--- src/rtl/jtkicker_arb_pkg.sv ---
// Shared types and constants for the kicker-family SDRAM ROM arbiter.
package jtkicker_arb_pkg;

    localparam int DW = 16;

    typedef enum logic [1:0] {IDLE, REQ, WAIT} arb_state_e;

    // Slot visited on step k of a round-robin search that starts after 'last'.
    function automatic int rr_index(input int last, input int k, input int sw);
        return (last + k) % sw;
    endfunction

endpackage

--- src/rtl/jtkicker_sdram_arb_if.sv ---
// SDRAM read-port handshake between the ROM arbiter and the SDRAM controller.
interface jtkicker_sdram_arb_if #(
    parameter int AW = 22
) ();
    import jtkicker_arb_pkg::*;

    logic          sdram_req;
    logic [AW-1:0] sdram_addr;
    logic          sdram_ack;
    logic          data_rdy;
    logic [DW-1:0] data_read;

    modport master (
        output sdram_req, sdram_addr,
        input  sdram_ack, data_rdy, data_read
    );

    modport slave (
        input  sdram_req, sdram_addr,
        output sdram_ack, data_rdy, data_read
    );

endinterface

--- src/rtl/jtkicker_arb_slot.sv ---
// One-word read cache for a single ROM requester: address/data/valid plus hit logic.
module jtkicker_arb_slot
    import jtkicker_arb_pkg::*;
#(
    parameter int AW = 22
) (
    input  logic          clk,
    input  logic          rst_n,
    input  logic          cs,
    input  logic [AW-1:0] addr,
    input  logic          fill,
    input  logic          flush,      // held high for the whole ROM download
    input  logic [AW-1:0] fill_addr,
    input  logic [DW-1:0] fill_data,
    output logic          miss,
    output logic          ok,
    output logic [DW-1:0] dout
);

    logic [AW-1:0] caddr_q, caddr_d;
    logic [DW-1:0] cdata_q, cdata_d;
    logic          cval_q,  cval_d;
    logic          hit;

    // NOTE: next-state logic uses blocking assignments and starts from the
    // held value, so every path assigns every _d signal and no latch appears.
    always_comb begin
        caddr_d = caddr_q;
        cdata_d = cdata_q;
        cval_d  = cval_q;
        if (flush) begin
            cval_d = 1'b0;
        end else if (fill) begin
            caddr_d = fill_addr;
            cdata_d = fill_data;
            cval_d  = 1'b1;
        end
    end

    // NOTE: the cached word is a small flop bank, not a RAM, so it is reset
    // to zero; sequential state always uses non-blocking assignments.
    always_ff @(posedge clk or negedge rst_n) begin
        if (!rst_n) begin
            caddr_q <= '0;
            cdata_q <= '0;
            cval_q  <= 1'b0;
        end else begin
            caddr_q <= caddr_d;
            cdata_q <= cdata_d;
            cval_q  <= cval_d;
        end
    end

    assign hit  = cval_q && (addr == caddr_q);
    assign miss = cs && !hit;
    assign ok   = cs && hit && !flush;
    assign dout = cdata_q;

endmodule

--- src/rtl/jtkicker_sdram_arb.sv ---
// Round-robin arbiter sharing one SDRAM read port among SW cached ROM requesters.
module jtkicker_sdram_arb
    import jtkicker_arb_pkg::*;
#(
    parameter int SW = 4,
    parameter int AW = 22
) (
    input  logic                 clk,
    input  logic                 rst_n,
    input  logic                 downloading,
    input  logic [SW-1:0]        slot_cs,
    input  logic [SW*AW-1:0]     slot_addr,
    output logic [SW*DW-1:0]     slot_dout,
    output logic [SW-1:0]        slot_ok,
    jtkicker_sdram_arb_if.master sdram
);

    localparam int GW = (SW > 1) ? $clog2(SW) : 1;

    arb_state_e    state_q, state_d;
    logic          req_q,   req_d;
    logic [AW-1:0] addr_q,  addr_d;
    logic [GW-1:0] gnt_q,   gnt_d;
    logic [GW-1:0] last_q,  last_d;

    logic [SW-1:0] miss;
    logic          fill_en;
    logic          pick_found;
    logic [GW-1:0] pick_idx;
    logic [GW-1:0] cand;

    for (genvar i = 0; i < SW; i++) begin : g_slot
        jtkicker_arb_slot #(.AW(AW)) u_slot (
            .clk       (clk),
            .rst_n     (rst_n),
            .cs        (slot_cs[i]),
            .addr      (slot_addr[i*AW +: AW]),
            .fill      (fill_en && (gnt_q == GW'(i))),
            .flush     (downloading),
            .fill_addr (addr_q),
            .fill_data (sdram.data_read),
            .miss      (miss[i]),
            .ok        (slot_ok[i]),
            .dout      (slot_dout[i*DW +: DW])
        );
    end

    // First missing slot strictly after the last grant, wrapping around.
    always_comb begin
        pick_found = 1'b0;
        pick_idx   = '0;
        cand       = '0;
        for (int k = 1; k <= SW; k++) begin
            cand = GW'(rr_index(int'(last_q), k, SW));
            if (!pick_found && miss[cand]) begin
                pick_found = 1'b1;
                pick_idx   = cand;
            end
        end
    end

    always_comb begin
        state_d = state_q;
        req_d   = req_q;
        addr_d  = addr_q;
        gnt_d   = gnt_q;
        last_d  = last_q;
        fill_en = 1'b0;
        if (downloading) begin
            state_d = IDLE;
            req_d   = 1'b0;
        end else begin
            unique case (state_q)
                IDLE: if (pick_found) begin
                    gnt_d   = pick_idx;
                    last_d  = pick_idx;
                    addr_d  = slot_addr[int'(pick_idx)*AW +: AW];
                    req_d   = 1'b1;
                    state_d = REQ;
                end
                REQ: if (sdram.sdram_ack) begin
                    req_d = 1'b0;
                    // A data_rdy in the ack cycle completes the fill at once.
                    if (sdram.data_rdy) begin
                        fill_en = 1'b1;
                        state_d = IDLE;
                    end else begin
                        state_d = WAIT;
                    end
                end
                WAIT: if (sdram.data_rdy) begin
                    fill_en = 1'b1;
                    state_d = IDLE;
                end
                default: state_d = IDLE;
            endcase
        end
    end

    always_ff @(posedge clk or negedge rst_n) begin
        if (!rst_n) begin
            state_q <= IDLE;
            req_q   <= 1'b0;
            addr_q  <= '0;
            gnt_q   <= '0;
            last_q  <= GW'(SW - 1);
        end else begin
            state_q <= state_d;
            req_q   <= req_d;
            addr_q  <= addr_d;
            gnt_q   <= gnt_d;
            last_q  <= last_d;
        end
    end

    assign sdram.sdram_req  = req_q;
    assign sdram.sdram_addr = addr_q;

endmodule

--- src/flat_wrapper.sv ---
// flat-port wrapper written by rule: the top's interface ports become plain ports
module jtkicker_sdram_arb_flat import jtkicker_arb_pkg::*;
#(
    parameter int SW = 4,
    parameter int AW = 22
)
  (clk, rst_n, downloading, slot_cs, slot_addr, slot_dout, slot_ok, sdram_sdram_req, sdram_sdram_addr, sdram_sdram_ack, sdram_data_rdy, sdram_data_read);
  jtkicker_sdram_arb_if #(.AW(AW)) sdram_i ();
  input  logic clk;
  input  logic rst_n;
  input  logic downloading;
  input  logic [SW-1:0] slot_cs;
  input  logic [SW*AW-1:0] slot_addr;
  output logic [SW*DW-1:0] slot_dout;
  output logic [SW-1:0] slot_ok;
  output wire logic [$bits(sdram_i.sdram_req)-1:0] sdram_sdram_req;
  output wire logic [$bits(sdram_i.sdram_addr)-1:0] sdram_sdram_addr;
  input wire logic [$bits(sdram_i.sdram_ack)-1:0] sdram_sdram_ack;
  input wire logic [$bits(sdram_i.data_rdy)-1:0] sdram_data_rdy;
  input wire logic [$bits(sdram_i.data_read)-1:0] sdram_data_read;
  assign sdram_sdram_req = sdram_i.sdram_req;
  assign sdram_sdram_addr = sdram_i.sdram_addr;
  assign sdram_i.sdram_ack = sdram_sdram_ack;
  assign sdram_i.data_rdy = sdram_data_rdy;
  assign sdram_i.data_read = sdram_data_read;
  jtkicker_sdram_arb #(.SW(SW), .AW(AW)) u_core (.clk(clk), .rst_n(rst_n), .downloading(downloading), .slot_cs(slot_cs), .slot_addr(slot_addr), .slot_dout(slot_dout), .slot_ok(slot_ok), .sdram(sdram_i));
endmodule
--- config.mk ---
export PLATFORM = sky130hd
export DESIGN_NAME = jtkicker_sdram_arb_flat
export DESIGN_NICKNAME = d
export VERILOG_FILES = /design/src/rtl/jtkicker_arb_pkg.sv /design/src/rtl/jtkicker_sdram_arb_if.sv /design/src/rtl/jtkicker_arb_slot.sv /design/src/rtl/jtkicker_sdram_arb.sv /design/src/flat_wrapper.sv
export SDC_FILE = /design/constraint.sdc
export NUM_CORES = 1
export LEC_CHECK = 0
export CORE_ASPECT_RATIO = 0.8
export CORE_MARGIN = 2
export CORE_UTILIZATION = 46
export CTS_CLUSTER_DIAMETER = 30
export CTS_CLUSTER_SIZE = 24
export DETAILED_ROUTE_END_ITERATION = 16
export GPL_ROUTABILITY_DRIVEN = 0
export PLACE_DENSITY = 0.88
export RECOVER_POWER = 50
export SLEW_MARGIN = 20
export SYNTH_ARGS = -nofsm -noshare
export SYNTH_HDL_FRONTEND = slang
export SYNTH_HIERARCHICAL = 1
export SYNTH_SLANG_ARGS = --single-unit
--- constraint.sdc ---
create_clock -name clk -period 2.45 [get_ports clk]
set_input_delay 0.49 -clock clk [delete_from_list [all_inputs] [get_ports clk]]
set_output_delay 0.49 -clock clk [all_outputs]
set_load 0.01 [all_outputs]
==> metrics.yaml, run 1 <==
run_status:
  status: "finished with violations"
  violations: "setup timing"
grt:
  track_usage_pct: 32.3
  grt_pass1_wl_mm: 49.8
  grt_pass1_vias: 7986
  antenna_found_initial: 2
  busiest_layer: "met2"
  grt_start_max_net_pins: 79
  grt_use_met1_pct: 41.7
  met2_usage_pct: 50.8
  grt_remaining_overflow: 0
  grt_util_met3_pct: 9.51
placement:
  portBuffers: 203
  hpwl_mm: 19.2
  placed_area_um2: 11900
  dp.cells: 1205
critical_path:
  crit_slowest_cell: "nor4_4"
  required_ns: 2.80
  crit_fanout: 6
  critPathKind: "reg2reg"
  crit_chain: "xnor2_1 -> nand4_1 -> nor4_4 -> a21boi_2 -> buf_4 -> nor2b_4 -> o21ai_2 -> and3_4 -> buf_12 -> buf_16 -> a211oi_4 -> a211oi_2"
  cpPeakStageDelay_ns: 0.41
  critPathCaptureType: "flip-flop"
  critPathTopFamily: "simple AND/OR/NAND/NOR gates"
  path_buf_inv: 3
  arrival_ns: 3.40
  start_kind: "flip-flop"
cts:
  cts_root_buffer: "clkbuf_16"
  cts_sinks: 185
  insertion_delay_ns: 0.46
  cts_tree: "yes"
  cts_max_level: 4
  numCtsBuffers: 17
  clk_path_buf_depth: 2
  clk_pin_slew_worst_paths_ns: 0.08
power_and_ir_drop:
  p_leak_nw: 6.42
  ir_drop_mv: 0.573
  power_mw: 11.7
  p_per_area_nw_per_um2: 821
synthesis:
  synth_top_area_share_pct: 50.7
  synth_seq_cells: 185
  syn_area_per_cell_um2: 12.9
  synth_area_leader_cell: "dfrtp_1"
  seq_area_frac_synth_pct: 51.3
  synth_cells: 698
  yosys_warnings: 6
  netlist_top_cells_area: "dfrtp_1 51%, mux2_2 19%, xnor2_1 7.4%"
  synth_nets: 814
  synth_cell_type_count: 41
  syn_area_um2: 9030
drt:
  viasPerCell: 6.22
  vias: 7956
  drt-pass1-iter-count: 6
  drt_wl_total_mm: 36.9
  drtIter0Drc: 797
  drt-wirelength-per-cell_um: 28.8
  drtAntennaViolNets: 0
  drc: 0
sta:
  relSlewSlack_pct: 19.0
  setup_viol: 128
  timing.final.ws_setup_ns: -0.595
  skew_ns: 0.0148
  rsz0062_at_grt: "yes"
  hold_violations: 0
  max_slew.worst_pin.slew_ns: 1.22
  finalCritPeriodShare_pct: 124
  fmax_mhz: 328
  min_period_ns: 3.04
  slew_violations: 0
worst_hold_path:
  hp-class: "in2reg"
floorplanning:
  rows: 45
  die_w_um: 161
  ios: 204
  start_util_pct: 47.3
  core_um2: 19100
  die_area_um2: 20800
  die_y_um: 129
finish:
  area_growth_syn_to_layout_pct: 57.2
  nFillCells: 1041
  drive_gt1_share_pct: 42.9
  finalNonFillerCells: 1280
  final_area_um2: 14200
  fin_nets: 1121
job:
  drv_cap: 0
-- kinds of logic after synthesis --
logic type / share of synthesized area [%]
DFF: 51.3
muxes: 21.4
and+or+nand+nor: 6.21
xor gates and xnor gates: 8.54
AOI/OAI and AO/OA: 8.11
buffers and inverters: 4.02
adders and majority gates: 0.416
-- timing repair --
item / 4_1_cts / 5_1_grt
endpoints found under the hold margin: 29 / 0
setup buffers: 21 / 7
gates resized for setup: 226 / 112
hold buffers: 1 / 0
endpoints found under the setup margin: 107 / 184
pin swaps: 55 / 41
cloned: 12 / 6
-- cell usage after synthesis --
cell type  instances
mux2_2           152
dfstp_2            2
a211oi_1          16
nand2_2            1
or3_1              1
buf_2              9
o21ai_0            2
or3b_1             1
a31oi_1           23
or2_2              1
a21oi_1            5
xor2_1            12
o21ai_1            2
and3_1             2
nand4_1           20
buf_12             2
a21boi_0           4
clkbuf_1           7
nor3_1             4
nor3b_1            1
dfrtp_1          183
and2_1             1
ha_1               3
a211oi_2          28
o311a_1            1
nor3b_4            1
o21ai_2            2
buf_6             10
mux2i_1           22
nor2_1            37
xnor2_1           76
o211ai_1           1
nand3b_1           1
buf_4              5
nand2_1           10
inv_1             27
nor4_1             8
a22oi_1            1
nor2b_1            9
and4b_1            4
nor4_2             1
-- layer usage --
metal | up-vias | wire length, um | part of all wire, %
li1 | 3121 | - | -
met2 | 653 | 16700 | 45
met4 | 0 | 2220 | 6.0
met5 | - | 0 | 0
met1 | 3988 | 13800 | 37
met3 | 194 | 4210 | 11
-- registers in the layout, summed over array words and instances (netlist names) --
signal                        flops
u_core/g_slot.u_slot/caddr_q     88
u_core/g_slot.u_slot/cval_q       4
u_core/g_slot.u_slot/dout        64
u_core/gnt_q                      2
u_core/last_q                     2
u_core/sdram.sdram_addr          22
u_core/sdram.sdram_req            1
u_core/state_q                    2
-- report_power, final --
group	switching [mW]	total [mW]	internal [mW]
clock network	1.50	2.90	1.40
registers	0.779	4.44	3.66
logic	1.96	4.31	2.36
total	4.23	11.7	7.42
-- per-stage QoR --
step / setup TNS, ns / utilization, % / setup WS [ns] / hold WS, ns
after detailed placement: -62.60 / 62.2 / -0.873 / 0.451
after floorplan: -0.0253 / - / -0.00202 / 0.194
after CTS: -6.96 / 71.2 / -0.183 / 0.513
after global placement: -56.10 / 62.2 / -0.791 / 0.462
final: -19.36 / 74.4 / -0.595 / 0.481
after global routing: -28.89 / 74.3 / -0.646 / 0.507
-- worst reg2reg max path, cell delays in order (launching register included) --
cell      delay, ns
dfrtp_1        0.40
xnor2_1        0.21
nand4_1        0.30
nor4_4         0.41
a21boi_2       0.17
buf_4          0.18
nor2b_4        0.12
o21ai_2        0.20
and3_4         0.35
buf_12         0.16
buf_16         0.13
a211oi_4       0.06
a211oi_2       0.25
-- area by class of cell --
| class | instances | area (um2) | area share (%) |
|---|---|---|---|
| inverters | 27 | 101 | 0.714 |
| clock inverters | 15 | 198 | 1.39 |
| flip-flops and latches | 185 | 4630 | 32.6 |
| multi-input cells | 453 | 5000 | 35.2 |
| clock buffers | 17 | 425 | 3.00 |
| diodes | 4 | 10.0 | 0.0705 |
| well taps | 258 | 323 | 2.27 |
| repair buffers | 321 | 3500 | 24.7 |
-- path summary, 6_finish.rpt --
kind	start	endpoint	slack (ns)	cells past startpoint
setup / recovery	u_core/g_slot[1].u_slot/caddr_q[8]	u_core/sdram.sdram_addr[20]	-0.59	12
hold / removal	slot_addr[25]	u_core/sdram.sdram_addr[3]	0.48	3
setup reg to reg	u_core/g_slot[1].u_slot/caddr_q[8]	u_core/sdram.sdram_addr[20]	-0.59	12
hold reg to reg	u_core/g_slot[2].u_slot/dout[11]	u_core/g_slot[2].u_slot/dout[11]	0.51	1
max in group asynchronous	rst_n	u_core/g_slot[1].u_slot/caddr_q[10]	0.30	3
min in group asynchronous	rst_n	u_core/g_slot[1].u_slot/caddr_q[3]	0.83	2
-- cell usage in the layout, fill, tap and decap left out, types with 11 or more instances in the layout --
cell and instances:
dfrtp_1 183, clkdlybuf4s50_1 125, mux2_4 77, mux2_2 75, buf_4 65, dlygate4sd2_1 60, xnor2_1 53, a211oi_2 38
nor2_1 33, inv_1 25, clkbuf_16 23, xnor2_2 23, a31oi_1 21, nand4_1 20, buf_12 18, dlymetal6s2s_1 13
buf_6 13, buf_16 11
Power figures use the tool's default switching activity.
==> inputs of run 2 (changes only) <==
- TNS_END_PERCENT: default -> 50
==> metrics.yaml, run 2 (same netlist as run 1, synthesis figures left out) <==
critical_path:
  crit_fanout: 6  # unchanged
  cpPeakStageDelay_ns: 0.40  # about the same
  start_kind: "flip-flop"
  r2r_cells: 11  # -1
  required_ns: 2.78  # -0.02 ns
  crit_slowest_cell: "dfrtp_1"
  crit_chain: "xnor2_1 -> nand4_1 -> nor4_4 -> buf_4 -> a21boi_4 -> nor2b_1 -> o21ai_2 -> and3_4 -> clkbuf_16 -> mux2i_4 -> a211oi_2"
  critPathKind: "reg2reg"
  critPathCaptureType: "flip-flop"
  arrival_ns: 3.37  # -0.03 ns
power_and_ir_drop:
  p_sw_share_pct: 36.4  # +0.13 points
  ir_drop_mv: 0.558  # -2.7%
  p_seq_share_pct: 38.0  # about the same
  power.switching_mw: 4.25  # +0.38%
  p_leak_nw: 6.47  # +0.70%
  power.share.combinational_pct: 37.1  # about the same
  cellInternalPower_mw: 7.41  # -0.19%
  p_per_area_nw_per_um2: 826  # +0.59%
  clkPwrFrac_pct: 24.9  # about the same
cts:
  cts_root_buffer: "clkbuf_16"
  cts_max_level: 4  # unchanged
  clk_path_buf_depth: 2  # unchanged
  cts_sinks: 185  # unchanged
  numCtsBuffers: 17  # unchanged
  clk_pin_slew_worst_paths_ns: 0.08  # about the same
  cts_tree: "yes"
  insertion_delay_ns: 0.45  # about the same
drt:
  met3RoutedLength_mm: 4.11  # -2.4%
  top_layer_used: "met4"
  vias: 7842  # -1.4%
  wl_met2_mm: 17.1  # +2.4%
  drtIter0Drc: 811  # +1.8%
  drt-wirelength-per-cell_um: 28.8  # -0.22%
  drt_wl_total_mm: 36.9  # -0.14%
  viasPerCell: 6.12  # -1.5%
  drtAntennaViolNets: 0  # unchanged
  drc: 0  # unchanged
  met1_length_mm: 13.4  # -2.7%
  drt-pass1-iter-count: 5  # -1
finish:
  finalNonFillerCells: 1281  # +0.078%
  final_area_um2: 14100  # -0.56%
  nFillCells: 1042  # +0.096%
  top_register: "u_core/g_slot.u_slot/caddr_q"
  fin_nets: 1123  # +0.18%
  largest_register_ffs: 88  # unchanged
  drive_gt1_share_pct: 44.0  # +1.1 points
  final_cell_mix: "183 x dfrtp_1, 117 x clkdlybuf4s50_1, 115 x mux2_2"
  final_util_pct: 73.9  # -0.42 points
  area_growth_syn_to_layout_pct: 56.4
  multi_input_area_um2: 4990  # -0.33%
  register_area_um2: 4630  # unchanged
  final_common_cell: "dfrtp_1"
floorplanning:
  start_util_pct: 47.3  # unchanged
  ios: 204  # unchanged
  die_area_um2: 20800  # unchanged
  core_um2: 19100  # unchanged
  die_y_um: 129  # unchanged
  die_w_um: 161  # unchanged
  rows: 45  # unchanged
grt:
  grt_start_max_net_pins: 79  # unchanged
  grt_pass1_vias: 7983  # -0.038%
  grt_pass1_wl_mm: 48.2  # -3.2%
  track_usage_pct: 31.1  # -1.2 points
  antenna_found_initial: 3  # +1
  grt_remaining_overflow: 0  # unchanged
sta:
  max_slew.worst_pin.slew_ns: 1.28  # +0.0686 ns
  hold_violations: 0  # unchanged
  relSlewSlack_pct: 14.4  # -4.6 points
  skew_ns: 0.0119  # -0.00283 ns
  min_period_ns: 3.05  # +0.000381 ns
  fmax_mhz: 328  # about the same
  setup_viol: 117  # -8.6%
  timing.final.ws_setup_ns: -0.595  # -0.000381 ns
  rsz0062_at_grt: "yes"
  slew_violations: 0  # unchanged
  finalCritPeriodShare_pct: 124  # about the same
worst_hold_path:
  hp-class: "in2reg"
  min_path_cells: 3  # unchanged
run_status:
  status: "finished with violations"
  violations: "setup timing"
job:
  drv_cap: 0  # unchanged
placement:
  portBuffers: 203  # unchanged
  placed_area_um2: 11900  # unchanged
  hpwl_mm: 19.2  # unchanged
  dp.cells: 1205  # unchanged
[run 2: changes by cell type in the layout (fill, tap and decap cells not counted), sizes merged]
cell           previous run  this run
clkbuf                   24        27
clkdlybuf4s50           125       117
dlymetal6s2s             13        16
diode                     4         3
dlygate4sd3               1         6
buf                     115       114
[run 2: critical path: cells and delay by family, from the launching register on]
kind | cells | cell delay (ns)
mux | 1 | 0.24
compound gates | 3 | 0.35
flops | 1 | 0.40
buf+inv | 2 | 0.41
simple gates | 4 | 1.27
xor+xnor | 1 | 0.24
[run 2: area by class of cell]
cell class | instances | area share (%)
clock buffers | 17 | 3.01
well taps | 258 | 2.29
diodes | 3 | 0.0532
inverters | 27 | 0.718
flip-flops and latches | 185 | 32.8
repair buffers | 323 | 24.4
multi-input cells | 453 | 35.3
clock inverters | 15 | 1.40
[run 2: stage by stage]
| step | TNS, ns | hold WS [ns] | total power, mW | worst slack [ns] |
|---|---|---|---|---|
| 3_5_place_dp | -62.60 | 0.451 | 7.35 | -0.873 |
| 3_3_place_gp | -56.10 | 0.462 | 7.23 | -0.791 |
| 2_1_floorplan | -0.0253 | 0.194 | 5.80 | -0.00202 |
| 4_1_cts | -4.95 | 0.512 | 10.8 | -0.183 |
| 6_report | -22.03 | 0.485 | 11.7 | -0.595 |
| 5_1_grt | -33.76 | 0.511 | 12.0 | -0.616 |
[run 2: timing repair]
action	in CTS	in global routing
hold buffers	1	0
cloned	8	8
endpoints found under the setup margin	107	153
pin swaps	54	54
setup buffers	14	14
resized for setup	192	107
hold endpoints to repair	29	0
[run 2: worst paths after layout]
kind | endpoint | slack, ns | startpoint
max | u_core/sdram.sdram_addr[17] | -0.60 | u_core/g_slot[3].u_slot/caddr_q[20]
min | u_core/sdram.sdram_addr[3] | 0.49 | slot_addr[25]
max reg2reg | u_core/sdram.sdram_addr[17] | -0.60 | u_core/g_slot[3].u_slot/caddr_q[20]
min reg2reg | u_core/g_slot[0].u_slot/dout[2] | 0.50 | u_core/g_slot[0].u_slot/dout[2]
max in group asynchronous | u_core/g_slot[0].u_slot/caddr_q[10] | 0.18 | rst_n
min in group asynchronous | u_core/g_slot[1].u_slot/caddr_q[3] | 0.86 | rst_n
[run 2: power by group through the flow]
stage	combinational, mW	clock, mW	sequential, mW
final	4.32	2.90	4.43
after floorplan	1.52	0	4.28
after detailed placement	3.03	0	4.32
after global placement	2.95	0	4.27
after global routing	4.43	3.06	4.48
after CTS	3.61	2.87	4.30
[run 2: layer usage]
| layer | GRT usage [%] | vias to the layer above |
|---|---|---|
| li1 | - | 3119 |
| met3 | 8.58 | 185 |
| met1 | 39.3 | 3911 |
| met4 | 13.7 | 0 |
| met2 | 50.8 | 627 |
| met5 | 0 | - |
